===== src/rtl/dnn_out_pkg.sv =====
// Shared types and helpers for the DNN output-layer argmax collector.
package dnn_out_pkg;

  localparam int ScoreW = 32;

  typedef logic signed [ScoreW-1:0] score_t;

  typedef enum logic [1:0] {IDLE, SCAN, RESULT} argmax_state_e;

  // Index width that never collapses to zero bits for a single-class layer.
  function automatic int clog2_min1(input int n);
    return (n <= 2) ? 1 : $clog2(n);
  endfunction

endpackage


===== src/rtl/dnn_result_fifo.sv =====
// Synchronous score-beat FIFO in front of the argmax engine; storage is not reset.
module dnn_result_fifo import dnn_out_pkg::*; #(
  parameter int Width = 8,
  parameter int Depth = 4
) (
  input  logic                     clk,
  input  logic                     res_n,
  input  logic                     push,
  input  logic                     pop,
  input  logic [Width-1:0]         wdata,
  output logic [Width-1:0]         rdata,
  output logic                     full,
  output logic                     empty,
  output logic [$clog2(Depth):0]   count
);

  localparam int PtrW = $clog2(Depth);
  localparam int CntW = PtrW + 1;

  logic [Width-1:0] mem [Depth];
  logic [PtrW-1:0]  wr_ptr;
  logic [PtrW-1:0]  rd_ptr;

  always_ff @(posedge clk or negedge res_n) begin
    if (!res_n) begin
      wr_ptr <= '0;
      rd_ptr <= '0;
      count  <= '0;
    end else begin
      if (push) wr_ptr <= wr_ptr + PtrW'(1);
      if (pop)  rd_ptr <= rd_ptr + PtrW'(1);
      case ({push, pop})
        2'b10:   count <= count + CntW'(1);
        2'b01:   count <= count - CntW'(1);
        default: count <= count;
      endcase
    end
  end

  always_ff @(posedge clk) begin
    if (push) mem[wr_ptr] <= wdata;
  end

  assign rdata = mem[rd_ptr];
  assign full  = (count == CntW'(Depth));
  assign empty = (count == '0);

endmodule


===== src/rtl/dnn_argmax_collector.sv =====
// Buffers output-layer score beats and returns the winning class via valid/ready.
// Define ARGMAX_MARGIN_EN to add result_margin (best minus runner-up score).
module dnn_argmax_collector import dnn_out_pkg::*; #(
  parameter int BitSize    = 32,
  parameter int NumClasses = 2,
  parameter int FifoDepth  = 4
) (
  input  logic                                 clk,
  input  logic                                 res_n,
  input  logic                                 in_valid,
  input  logic [NumClasses-1:0][BitSize-1:0]   in_data,
  input  logic                                 in_done,
  input  logic                                 result_ready,
  output logic                                 result_valid,
  output logic [clog2_min1(NumClasses)-1:0]    result_class,
  output logic [BitSize-1:0]                   result_score,
  output logic                                 result_last,
`ifdef ARGMAX_MARGIN_EN
  output logic [BitSize-1:0]                   result_margin,
`endif
  output logic                                 overflow,
  output logic                                 busy
);

  localparam int IdxW  = clog2_min1(NumClasses);
  localparam int WordW = NumClasses * BitSize + 1;

  logic [WordW-1:0]              fifo_wdata;
  logic [WordW-1:0]              fifo_rdata;
  logic                          fifo_push;
  logic                          fifo_pop;
  logic                          fifo_full;
  logic                          fifo_empty;
  logic [$clog2(FifoDepth):0]    fifo_count;

  argmax_state_e                 state;
  logic                          done_pend;
  logic                          tag;
  logic [NumClasses-1:0][BitSize-1:0] work_p0;
  logic [IdxW-1:0]               lane_p0;
  logic signed [BitSize-1:0]     lane_score;
  logic signed [BitSize-1:0]     best_p1;
  logic [IdxW-1:0]               idx_p1;
  logic                          last_p1;
  logic                          vld_p1;
`ifdef ARGMAX_MARGIN_EN
  logic signed [BitSize-1:0]     second_p1;
`endif

  assign tag        = in_done | done_pend;
  assign fifo_pop   = (state == IDLE) && !fifo_empty;
  assign fifo_push  = in_valid && (!fifo_full || fifo_pop);
  assign fifo_wdata = {tag, in_data};

  dnn_result_fifo #(
    .Width (WordW),
    .Depth (FifoDepth)
  ) u_fifo (
    .clk   (clk),
    .res_n (res_n),
    .push  (fifo_push),
    .pop   (fifo_pop),
    .wdata (fifo_wdata),
    .rdata (fifo_rdata),
    .full  (fifo_full),
    .empty (fifo_empty),
    .count (fifo_count)
  );

  // Stage p0: popped beat held in the work register while lanes are scanned.
  always_ff @(posedge clk) begin
    if (fifo_pop) work_p0 <= fifo_rdata[WordW-2:0];
  end

  assign lane_score = work_p0[lane_p0];

  // Stage p1: running best/index, result handshake and input bookkeeping.
  always_ff @(posedge clk or negedge res_n) begin
    if (!res_n) begin
      state     <= IDLE;
      lane_p0   <= '0;
      best_p1   <= '0;
      idx_p1    <= '0;
      last_p1   <= 1'b0;
      vld_p1    <= 1'b0;
      done_pend <= 1'b0;
      overflow  <= 1'b0;
`ifdef ARGMAX_MARGIN_EN
      second_p1 <= '0;
`endif
    end else begin
      if (in_valid) begin
        done_pend <= fifo_push ? 1'b0 : tag;
        if (!fifo_push) overflow <= 1'b1;
      end else if (in_done) begin
        done_pend <= 1'b1;
      end

      case (state)
        IDLE: begin
          if (fifo_pop) begin
            best_p1 <= fifo_rdata[BitSize-1:0];
            idx_p1  <= '0;
            lane_p0 <= IdxW'(1);
            last_p1 <= fifo_rdata[WordW-1];
`ifdef ARGMAX_MARGIN_EN
            second_p1 <= {1'b1, {(BitSize-1){1'b0}}};
`endif
            if (NumClasses == 1) begin
              state  <= RESULT;
              vld_p1 <= 1'b1;
            end else begin
              state  <= SCAN;
            end
          end
        end
        SCAN: begin
          // Strict compare keeps the lowest index on ties.
          if (lane_score > best_p1) begin
            best_p1 <= lane_score;
            idx_p1  <= lane_p0;
`ifdef ARGMAX_MARGIN_EN
            second_p1 <= best_p1;
          end else if (lane_score > second_p1) begin
            second_p1 <= lane_score;
`endif
          end
          if (lane_p0 == IdxW'(NumClasses - 1)) begin
            state  <= RESULT;
            vld_p1 <= 1'b1;
          end else begin
            lane_p0 <= lane_p0 + IdxW'(1);
          end
        end
        RESULT: begin
          if (result_ready) begin
            state  <= IDLE;
            vld_p1 <= 1'b0;
          end
        end
        default: state <= IDLE;
      endcase
    end
  end

  assign result_valid = vld_p1;
  assign result_class = idx_p1;
  assign result_score = best_p1;
  assign result_last  = last_p1;
  assign busy         = (fifo_count != '0) || (state != IDLE);

`ifdef ARGMAX_MARGIN_EN
  // Low BitSize bits of the BitSize+1 difference equal a plain BitSize subtraction.
  assign result_margin = (NumClasses == 1) ? '0 : (best_p1 - second_p1);
`endif

endmodule


===== config.mk =====
export PLATFORM = sky130hd
export DESIGN_NAME = dnn_argmax_collector
export DESIGN_NICKNAME = d
export VERILOG_FILES = /design/src/rtl/dnn_out_pkg.sv /design/src/rtl/dnn_result_fifo.sv /design/src/rtl/dnn_argmax_collector.sv
export SDC_FILE = /design/constraint.sdc
export NUM_CORES = 1
export LEC_CHECK = 0
export BUFFER_PORTS_ARGS = -buffer_cell sky130_fd_sc_hd__buf_2
export CORE_ASPECT_RATIO = 1.4
export CORE_MARGIN = 2
export CORE_UTILIZATION = 65
export DETAILED_ROUTE_END_ITERATION = 8
export GPL_TIMING_DRIVEN = 0
export PLACE_DENSITY = 0.87
export SYNTH_ARGS = -nofsm -noshare
export SYNTH_HDL_FRONTEND = slang
export SYNTH_HIERARCHICAL = 1
export SYNTH_SLANG_ARGS = --single-unit

===== constraint.sdc =====
create_clock -name clk -period 7.8 [get_ports clk]
set_clock_uncertainty 0.1 [all_clocks]
set_input_delay 0.39 -clock clk [delete_from_list [all_inputs] [get_ports clk]]
set_output_delay 0.39 -clock clk [all_outputs]
set_load 0.03 [all_outputs]

* After elaboration in Yosys (flattened, before gate mapping) *
Memories as Yosys holds them, arrays and structs flattened.
Cells that the tools add are included.

operators by class
  $add $sub $neg = 5
  order comparisons = 2
  equal/unequal tests = 9
  mux-type cells = 24
  bitwise gates (word level) = 2
  reductions and logical operators = 20

operator list
  kind                                                                    number
  32-bit 2-to-1 mux                                                       4
  32-bit case mux with 2 select lines                                     1
  32-bit > comparator                                                     1
  1-bit 2-to-1 mux                                                        11
  2-bit nonzero test                                                      5
  3-bit AND reduction                                                     3
  2-bit != test (second input constant)                                   4
  2-bit 2-to-1 mux                                                        3
  1-bit case mux with 2 select lines                                      3
  2-bit case mux with 3 select lines                                      1
  3-bit case mux with 2 select lines                                      1
  2-bit AND reduction                                                     3
  2-bit by 1-bit adder with 2-bit output (second input constant)          2
  2-bit by 1-bit equality test with 1-bit output (second input constant)  2
  2-bit equality test (second input constant)                             2
  3-bit by 1-bit adder with 3-bit output (second input constant)          1
  3-bit equality test (second input constant)                             1
  3-bit logical NOT                                                       1
  3-bit nonzero test                                                      1
  3-bit by 1-bit subtractor with 3-bit output (second input constant)     1
  1-bit logical AND                                                       2
  1-bit logical NOT                                                       2
  2-bit logical NOT                                                       1
  1-bit logical OR                                                        2
  other kinds (4)                                                         4

storage, ports and cells
  flip-flop bits (word level) = 111
  bits in writable memories = 260
  bits of input ports = 69
  output and inout bits = 37
  logic and storage cells = 76
  memories kept = 1

memory list
  memory      words  bits a word  read ports  clocked after Yosys merged registers in  wr ports  line                   RTL
  u_fifo.mem  4      65           1           0                                        1         dnn_result_fifo.sv:20  logic [Width-1:0] mem [Depth];

* Depth between registers and ports, before layout *
Gate-level depths: netlist of run 1.

  word-level depth = 7
  depth in mapped cells = 12

* Modules after synthesis *
The synthesis of run 1 kept the hierarchy.

modules (own cells, without submodules)
  module                instances  cells each  area an instance (um^2)  sequential area each (um^2)
  dnn_result_fifo       1          376         9813.2                   7982.7
  dnn_argmax_collector  1          360         5074.9                   2922.8

* Least setup slack after synthesis of run 1 *
No wires, ideal clock.

  path kind = register to register
  start = register state[0]
  end = memory u_fifo/mem[0][0] (netlist name), enable pin
  library setup time = 0.430 ns
  arrival = 3.095 ns
  path slack = 4.175 ns
  cell stages (with the launch flop) = 5
  path buffers = 1
  cells stage by stage = dfrtp_1 or3_1 buf_6 a21boi_0 and2_1

on the way
  word-level cells in the longest chain between the ends = 6

RTL lines
  item                                    line                         RTL
  from (decl)                             dnn_argmax_collector.sv:36   argmax_state_e state;
  from (signal assigned)                  dnn_argmax_collector.sv:80   state <= IDLE;
  from (signal assigned)                  dnn_argmax_collector.sv:110  state <= RESULT;
  from (signal assigned)                  dnn_argmax_collector.sv:113  state <= SCAN;
  2-bit logical NOT                       dnn_argmax_collector.sv:51   assign fifo_pop = (state == IDLE) && !fifo_empty;
  1-bit logical AND                       dnn_argmax_collector.sv:51
  1-bit logical OR                        dnn_argmax_collector.sv:52   assign fifo_push = in_valid && (!fifo_full || fifo_pop);
  1-bit logical AND                       dnn_argmax_collector.sv:52
  via fifo_push                           dnn_argmax_collector.sv:30   logic fifo_push;
  1-bit 2-to-1 mux                        dnn_result_fifo.sv:41        if (push) mem[wr_ptr] <= wdata;
  1-bit 2-to-1 mux (implied by the code)  dnn_result_fifo.sv:41
  to (decl)                               dnn_result_fifo.sv:20

The timed path passes the listed nets, and every way through them passes these cells.

* Worst setup path after layout of run 1 *
  start = register lane_p0
  end = register best_p1[30], in the netlist result_score[30]

on the way
  word-level cells in the longest chain between the ends = 5
  elaborated cells between the ends (all ways) = 7

RTL lines
  item                                                      line                         RTL
  from (decl)                                               dnn_argmax_collector.sv:40   logic [IdxW-1:0] lane_p0;
  from (signal assigned)                                    dnn_argmax_collector.sv:104  lane_p0 <= IdxW'(1);
  from (signal assigned)                                    dnn_argmax_collector.sv:132  lane_p0 <= lane_p0 + IdxW'(1);
  32-bit 2-to-1 mux (implied by the code) (*) (2 in a row)  dnn_argmax_collector.sv:75   assign lane_score = work_p0[lane_p0];
  32-bit > comparator                                       dnn_argmax_collector.sv:119  if (lane_score > best_p1) begin
  2-bit != test (no source line)                            --
  3-bit AND reduction (no source line)                      --
  to (signal assigned)                                      dnn_argmax_collector.sv:102  best_p1 <= fifo_rdata[BitSize-1:0];
  to (signal assigned)                                      dnn_argmax_collector.sv:120  best_p1 <= lane_score;
  to (decl)                                                 dnn_argmax_collector.sv:42   logic signed [BitSize-1:0] best_p1;

Every way passes the cells marked *; elsewhere a longest branch is shown, timed or not. The select of a mux whose other input is x is not followed.
A chain may end at the register's enable or synchronous reset.

==> load_flow_metrics.sql, run 1 <==
INSERT INTO impl_metrics (metric_group, metric, value, unit) VALUES
('place', 'gp_routability_congestion', '0.765', ''),
('routing', 'drt_pass1_iterations', '5', ''),
('synthesis', 'synth.distinct_cells', '51', ''),
('floorplan', 'die_height', '183', 'um'),
('routing', 'dr_total_vias', '7611', ''),
('floorplan', 'initial_utilization', '0.661', ''),
('critical_path', 'cell_family_with_most_cp_delay', 'buffers and inverters', ''),
('outcome', 'run_status', 'finished, final reports clean', ''),
('global_routing', 'number_of_antenna_violations_at_the_first_check_in_global_routing', '0', ''),
('synthesis', 'netlist_area', '14900', 'sq um'),
('routing', 'highest_layer', 'met4', ''),
('power', 'p_total', '7.59', 'mW'),
('critical_path', 'worstPathArrival', '4.68', 'ns'),
('routing', 'routed_wl', '30200', 'um'),
('critical_path', 'path_cells', 'clkbuf_1 > clkbuf_1 > mux2_2 > ha_1 > a21oi_1 > o21ai_0 > a21oi_1 > nand2_2 > a221oi_4 > buf_8 > mux2i_1', ''),
('synthesis', 'synth-seq-area-share', '0.732', ''),
('routing', 'detailroute.wirelength.met2', '16200', 'um'),
('synthesis', 'synth.ff_latch_count', '371', ''),
('routing', 'number_of_nets_with_antenna_violations_after_routing', '0', ''),
('synthesis', 'synthesis.yosys.warnings', '6', ''),
('synthesis', 'post-synth-top-area-cell', 'edfxtp_1', ''),
('synthesis', 'synthCells', '736', ''),
('critical_path', 'worstReg2RegEnd', 'result_score[30]', ''),
('sta', 'max_clock_freq', '0.230', 'GHz'),
('clock_tree', 'root_buffer', 'clkbuf_16', ''),
('clock_tree', 'cts_max_path_buffers', '3', ''),
('power', 'power_per_cell_area', '431', 'nW/um^2'),
('hold_path', 'hold_path.class', 'in2reg', ''),
('hold_path', 'hold_path.startpoint', 'in_data[27]', ''),
('global_routing', 'grt_overflow', '0', ''),
('synthesis', 'synth_area_leaders', 'edfxtp_1 (65%), mux4_2 (9.8%), dfrtp_1 (7.9%)', ''),
('synthesis', 'ys_async_sr_fraction', '0.127', ''),
('clock_tree', 'clock_tree_from_tritoncts', 'built', ''),
('critical_path', 'critPathMaxFanout', '10', ''),
('power', 'power.ir.vdd_worst', '0.000306', 'V'),
('sta', 'period_minus_slack', '4.36', 'ns'),
('critical_path', 'cp.required', '8.13', 'ns'),
('global_routing', 'grt_first_pass_wirelength', '46300', 'um'),
('critical_path', 'cp_num_buf_inv', '3', ''),
('floorplan', 'floorplan.rows', '65', ''),
('synthesis', 'synth_enable_flop_cells', '324', ''),
('place', 'dp_slack', '3.48', 'ns'),
('routing', 'drt_met1_wl', '11200', 'um'),
('critical_path', 'cp_slowest_stage_delay', '0.67', 'ns'),
('sta', 'drv_slew', '0', ''),
('run', 'maxCapViolCount', '0', ''),
('sta', 'finalSetupViolations', '0', ''),
('critical_path', 'timing.setup.critical_path_class', 'reg2reg', ''),
('critical_path', 'crit_path_top_delay_cell', 'clkbuf_1', ''),
('finish', 'drive_above_1_share', '0.298', ''),
('critical_path', 'critical_path.reg2reg.startpoint', 'lane_p0', ''),
('global_routing', 'gr-usage-all-layers', '0.257', ''),
('finish', 'area_growth_from_synthesis_to_layout', '18.2', '%'),
('sta', 'worst_slack', '3.44', 'ns'),
('routing', 'wl_per_cell', '23.7', 'um'),
('synthesis', 'synthFlopType', 'edfxtp_1', ''),
('floorplan', 'ports_placed_on_the_boundary', '106', ''),
('hold_path', 'hold_end', 'u_fifo/mem[1][27]', ''),
('clock_tree', 'h-tree-depth', '2', ''),
('clock_tree', 'cts_made_buffers', '35', ''),
('finish', 'layout.nets', '1054', ''),
('routing', 'drc', '0', ''),
('sta', 'timing_hold_violations_final', '0', ''),
('clock_tree', 'clk-insertion-delay-late', '0.52', 'ns'),
('routing', 'detail_route.iter0.violations', '573', ''),
('floorplan', 'floorplan.die_area', '24100', 'sq um'),
('synthesis', 'syn-num-nets', '843', ''),
('sta', 'worstMarginPinSlew', '1.24', 'ns'),
('critical_path', 'register_to_register_setup_slack', '3.44', 'ns'),
('place', 'place.detailed.hpwl', '18300', 'um'),
('sta', 'finalSetupTns', '0', 'ns');
[timing repair]
| action | 4_1_cts | 5_1_grt |
|---|---|---|
| setup buffers | 0 | 0 |
| hold endpoints to repair | 249 | 47 |
| hold buffers | 63 | 1 |
| endpoints found under the setup margin | 0 | 0 |
[how the worst max path moves through the flow]
stage	startpoint	to	slack, ns	cells after the start
CTS	lane_p0	result_score[30]	3.46	11
floorplan	state[0]	u_fifo/mem[0][0]	4.18	4
global placement	state[0]	u_fifo/mem[0][46]	2.69	4
global route	lane_p0	result_score[6]	3.31	11
finish	lane_p0	result_score[30]	3.44	11
detailed placement	lane_p0	result_score[30]	3.48	11
[logic make-up (layout without fill, tap and decap cells)]
group	after synthesis	count (layout)	synth area share
adders and majority gates	38	38	0.0324
and+or+nand+nor	51	51	0.0197
DFF	371	371	0.732
muxes	163	163	0.167
AOI/OAI and AO/OA	39	39	0.0185
xor gates and xnor gates	6	6	0.00353
buffers and inverters	68	304	0.0261
[final cells by class]
class / count / area [sq um]
Buffer: 27 / 234
Clock buffer: 42 / 902
Clock inverter: 20 / 134
Fill cell: 1187 / 4930
Inverter: 41 / 155
Multi-Input combinational cell: 297 / 3600
Sequential cell: 371 / 10900
Tap cell: 301 / 377
Timing Repair Buffer: 174 / 1290
[state kept, by name, indices dropped and copies added, names as in the netlist]
name and flops:
result_score 32, u_fifo/count 3, u_fifo/mem 260, work_p0 64
state 2, result_last 1, overflow 1, result_class 1
lane_p0 1, done_pend 1, result_valid 1, u_fifo/wr_ptr 2
u_fifo/rd_ptr 2
[cells in the mapped netlist (2+ instances only)]
| library cell | number |
|---|---|
| dfrtp_1 | 47 |
| mux2_2 | 32 |
| buf_6 | 2 |
| buf_8 | 3 |
| buf_4 | 3 |
| a221oi_1 | 2 |
| xnor2_1 | 2 |
| or3_1 | 2 |
| inv_1 | 40 |
| buf_2 | 6 |
| xor2_1 | 4 |
| nor2b_1 | 3 |
| mux2i_1 | 65 |
| nand3_1 | 3 |
| nor2_1 | 7 |
| mux4_2 | 65 |
| and2_1 | 4 |
| nand2_1 | 15 |
| o211ai_1 | 2 |
| nor3_1 | 2 |
| buf_12 | 4 |
| ha_1 | 37 |
| a21oi_1 | 19 |
| clkbuf_1 | 8 |
| o21ai_0 | 4 |
| edfxtp_1 | 324 |
| nand4_1 | 7 |
[worst register-to-register path, stage by stage (launching register included)]
cell and delay, ns:
dfrtp_1 0.32, clkbuf_1 0.56, clkbuf_1 0.67, mux2_2 0.44, ha_1 0.32, a21oi_1 0.17, o21ai_0 0.21, a21oi_1 0.29
nand2_2 0.13, a221oi_4 0.58, buf_8 0.26, mux2i_1 0.23
[cell usage in the layout (no fill, tap or decap), drive strengths merged, types with 16 or more instances in the layout]
cell type | synthesis | routed
a21oi | 19 | 19
buf | 19 | 129
clkbuf | 8 | 50
dfrtp | 47 | 47
dlygate4sd3 | 0 | 64
edfxtp | 324 | 324
ha | 37 | 37
inv | 40 | 43
mux2 | 33 | 33
mux2i | 65 | 65
mux4 | 65 | 65
nand2 | 16 | 16
[power breakdown]
| part | internal, mW | switching [mW] |
|---|---|---|
| Sequential | 2.91 | 0.218 |
| Combinational | 1.22 | 1.68 |
| Clock | 0.863 | 0.693 |
[per-stage QoR]
step | cells | area (sq um)
finish | 1273 | 17600
CTS | 1271 | 17600
floorplan | 736 | 14900
detailed placement | 1146 | 15900
global route | 1273 | 17600
global placement | 1142 | 15800
[routing by layer]
metal / GRT usage / vias up
li1: - / 3353
met4: 0.122 / 0
met1: 0.318 / 3872
met2: 0.455 / 301
met3: 0.0312 / 85
met5: 0 / -
No activity file was read; power rests on OpenSTA's default activity.
==> inputs of run 2 (changes only) <==
- CORE_UTILIZATION: 65 -> 54
- PLACE_DENSITY: 0.87 -> 0.77
- clock period: 7.8 -> 3.8 ns (I/O delays scaled with it)
==> run 2 against run 1 <==
Effect of this change:
- clock power up 130%
- fmax up 22%
- cell count rose by 5.5%
- core utilization fell by 12 points
- die area grew 20%
- final area up 1.6%
- routed wire length shrank 3.7%
- critical path depth stayed put
- critical endpoint is now result_score[20]
- register-to-register slack got worse by 3.2 ns
- sequential cell count unchanged
- sequential power rose by 100%
==> load_flow_metrics.sql, run 2 (synthesis results as in run 1) <==
INSERT INTO impl_metrics (metric_group, metric, value, unit) VALUES
('outcome', 'run_status', 'finished, final reports clean', ''),
('clock_tree', 'clk_transition_reported_paths', '0.06', 'ns'),
('critical_path', 'path_cells', 'clkbuf_2 > mux2_2 > ha_1 > a21oi_1 > o21a_1 > a2bb2oi_1 > nand2_2 > a221oi_4 > buf_12 > buf_8 > mux2i_1', ''),
('power', 'p_total', '15.9', 'mW'),
('finish', 'antenna_cells_inserted', '0', ''),
('power', 'power.leakage', '6.59', 'nW'),
('power', 'clkPwrFrac', '0.226', ''),
('place', 'numPortBuffers', '105', ''),
('floorplan', 'floorplan.rows', '71', ''),
('sta', 'finalSetupTns', '0', 'ns'),
('routing', 'number_of_nets_with_antenna_violations_after_routing', '0', ''),
('finish', 'commonest_non_fill_non_tap_cells_in_the_layout', 'edfxtp_1 (324), buf_2 (110), dlygate4sd3_1 (68), mux2i_1 (65), mux4_2 (65)', ''),
('floorplan', 'ports_placed_on_the_boundary', '106', ''),
('routing', 'post_drt_via_cell_ratio', '5.54', ''),
('global_routing', 'gr-usage-all-layers', '0.211', ''),
('place', 'place.detailed.instances', '1210', ''),
('clock_tree', 'cts_made_buffers', '35', ''),
('sta', 'finalCritPeriodShare', '0.937', ''),
('finish', 'largest_register_ffs', '260', ''),
('critical_path', 'crit_cells', '11', ''),
('critical_path', 'worstPathArrival', '3.88', 'ns'),
('sta', 'relative_slew_margins', '0.283', ''),
('finish', 'layout.nets', '1059', ''),
('place', 'place.detailed.hpwl', '18200', 'um'),
('sta', 'hold-worst-slack', '0.203', 'ns'),
('routing', 'routed_wl', '29100', 'um'),
('power', 'power_per_cell_area', '887', 'nW/um^2'),
('routing', 'wl_per_cell', '21.7', 'um'),
('clock_tree', 'clock_tree_from_tritoncts', 'built', ''),
('power', 'p_seq_frac', '0.402', ''),
('floorplan', 'core_region_area', '27000', 'sq um'),
('power', 'netSwitchingFraction', '0.327', ''),
('global_routing', 'grt_first_pass_wirelength', '45400', 'um'),
('routing', 'detail_route.iter0.violations', '468', ''),
('critical_path', 'critical_path.reg2reg.startpoint', 'lane_p0', ''),
('critical_path', 'timing.critical_path.from', 'lane_p0', ''),
('clock_tree', 'root_buffer', 'clkbuf_16', ''),
('sta', 'max_clock_freq', '0.281', 'GHz'),
('power', 'power.ir.vdd_worst', '0.000445', 'V'),
('clock_tree', 'clk-insertion-delay-late', '0.52', 'ns'),
('hold_path', 'hold_path.class', 'in2async', ''),
('floorplan', 'die_height', '200', 'um'),
('finish', 'finalNonFillerCells', '1343', ''),
('global_routing', 'number_of_global_route_vias_before_repair', '8135', ''),
('clock_tree', 'cts_max_path_buffers', '3', ''),
('critical_path', 'cp.required', '4.13', 'ns'),
('critical_path', 'cp_num_buf_inv', '3', ''),
('finish', 'final_common_cell', 'edfxtp_1', ''),
('power', 'intPower', '10.7', 'mW'),
('clock_tree', 'clock_sink_count', '371', ''),
('floorplan', 'die_w', '144', 'um'),
('power', 'combinational_group_share_of_total_power', '0.372', ''),
('finish', 'regMostFlops', 'u_fifo/mem', ''),
('sta', 'timing_hold_violations_final', '0', ''),
('critical_path', 'cp_slowest_stage_delay', '0.56', 'ns'),
('sta', 'worstMarginPinSlew', '1.07', 'ns'),
('finish', 'area_growth_from_synthesis_to_layout', '20.2', '%'),
('place', 'gp_routability_congestion', '0.758', ''),
('global_routing', 'grt_overflow', '0', ''),
('critical_path', 'timing.setup.critical_path_class', 'reg2reg', ''),
('finish', 'drive_above_1_share', '0.303', ''),
('run', 'maxCapViolCount', '0', ''),
('sta', 'finalSetupViolations', '0', ''),
('critical_path', 'setup.worst_path.end_class', 'flop', ''),
('clock_tree', 'h-tree-depth', '2', ''),
('critical_path', 'crit_path_start_kind', 'flop', ''),
('critical_path', 'register_to_register_setup_slack', '0.24', 'ns'),
('sta', 'period_minus_slack', '3.56', 'ns'),
('global_routing', 'number_of_antenna_violations_at_the_first_check_in_global_routing', '0', ''),
('global_routing', 'maximum_number_of_pins_on_one_net_before_global_route_repair', '71', ''),
('sta', 'drv_slew', '0', ''),
('critical_path', 'cell_family_with_most_cp_delay', 'compound AO/OA/AOI/OAI gates', ''),
('power', 'net-switching-power', '5.19', 'mW'),
('critical_path', 'crit_path_top_delay_cell', 'dfrtp_2', ''),
('floorplan', 'floorplan.die_area', '28900', 'sq um'),
('sta', 'rsz0062_at_grt', 'no', ''),
('routing', 'drt_pass1_iterations', '5', ''),
('critical_path', 'r2r_cells', '11', ''),
('routing', 'dr_total_vias', '7446', ''),
('critical_path', 'critPathMaxFanout', '10', ''),
('floorplan', 'initial_utilization', '0.551', ''),
('routing', 'drc', '0', '');
==> run 2: changes by cell type in the layout (fill, tap and decap cells not counted), sizes merged <==
cell         previous run  this run
buf                   129       131
clkbuf                 50        58
dlygate4sd3            64        68
bufinv                  1         5
clkinv                 15         4
clkinvlp                2         1
==> run 2: final cells by class <==
cell class / count / area (sq um)
flip-flops and latches: 371 / 10900
fillers: 1827 / 9110
multi-input cells: 297 / 3600
repair buffers: 180 / 1340
clock buffers: 51 / 998
well taps: 365 / 457
plain buffers: 26 / 234
clock inverters: 12 / 193
inverters: 41 / 156
==> run 2: worst reg2reg max path, cell delays in order, from the launching register on <==
cell       delay [ns]
dfrtp_2          0.56
clkbuf_2         0.39
mux2_2           0.40
ha_1             0.30
a21oi_1          0.21
o21a_1           0.18
a2bb2oi_1        0.31
nand2_2          0.14
a221oi_4         0.34
buf_12           0.16
buf_8            0.18
mux2i_1          0.21
==> run 2: path summary, 6_finish.rpt <==
path / end
worst max-delay path: result_score[20]
worst min-delay path: done_pend
worst max register to register: result_score[20]
worst min register to register: overflow
max in group asynchronous: lane_p0
min in group clk: state[1]
==> run 2: per-stage QoR <==
step / utilization / cell area [sq um] / worst slack [ns]
3_3_place_gp: 0.588 / 15900 / -1.42
2_1_floorplan: - / 14900 / 0.175
4_1_cts: 0.660 / 17800 / 0.0767
5_1_grt: 0.663 / 17900 / 0.103
6_report: 0.663 / 17900 / 0.241
3_5_place_dp: 0.591 / 16000 / -0.506
==> run 2: repair_timing <==
action	in CTS	in global routing
hold buffers	68	0
setup buffers	0	2
pin swaps	0	1
gates cloned	0	0
hold endpoints to repair	311	0
resized for setup	4	0
setup endpoints to repair	33	29
==> run 2: layer usage <==
layer  up-vias  share of wire  wire [um]  track usage
met5         -              0          0            0
met4         0          0.028        803       0.0687
met3        62          0.039       1130       0.0301
met2       172           0.55      16100        0.391
met1      3836           0.38      11100        0.250
li1       3376              -          -            -
==> run 2: power groups by stage <==
stage	logic (mW)	registers [mW]	clock network, mW
6_report	5.90	6.38	3.59
4_1_cts	5.86	6.41	3.66
3_3_place_gp	5.56	6.51	0
2_1_floorplan	3.84	6.72	0
5_1_grt	6.44	6.47	3.80
3_5_place_dp	5.76	6.49	0
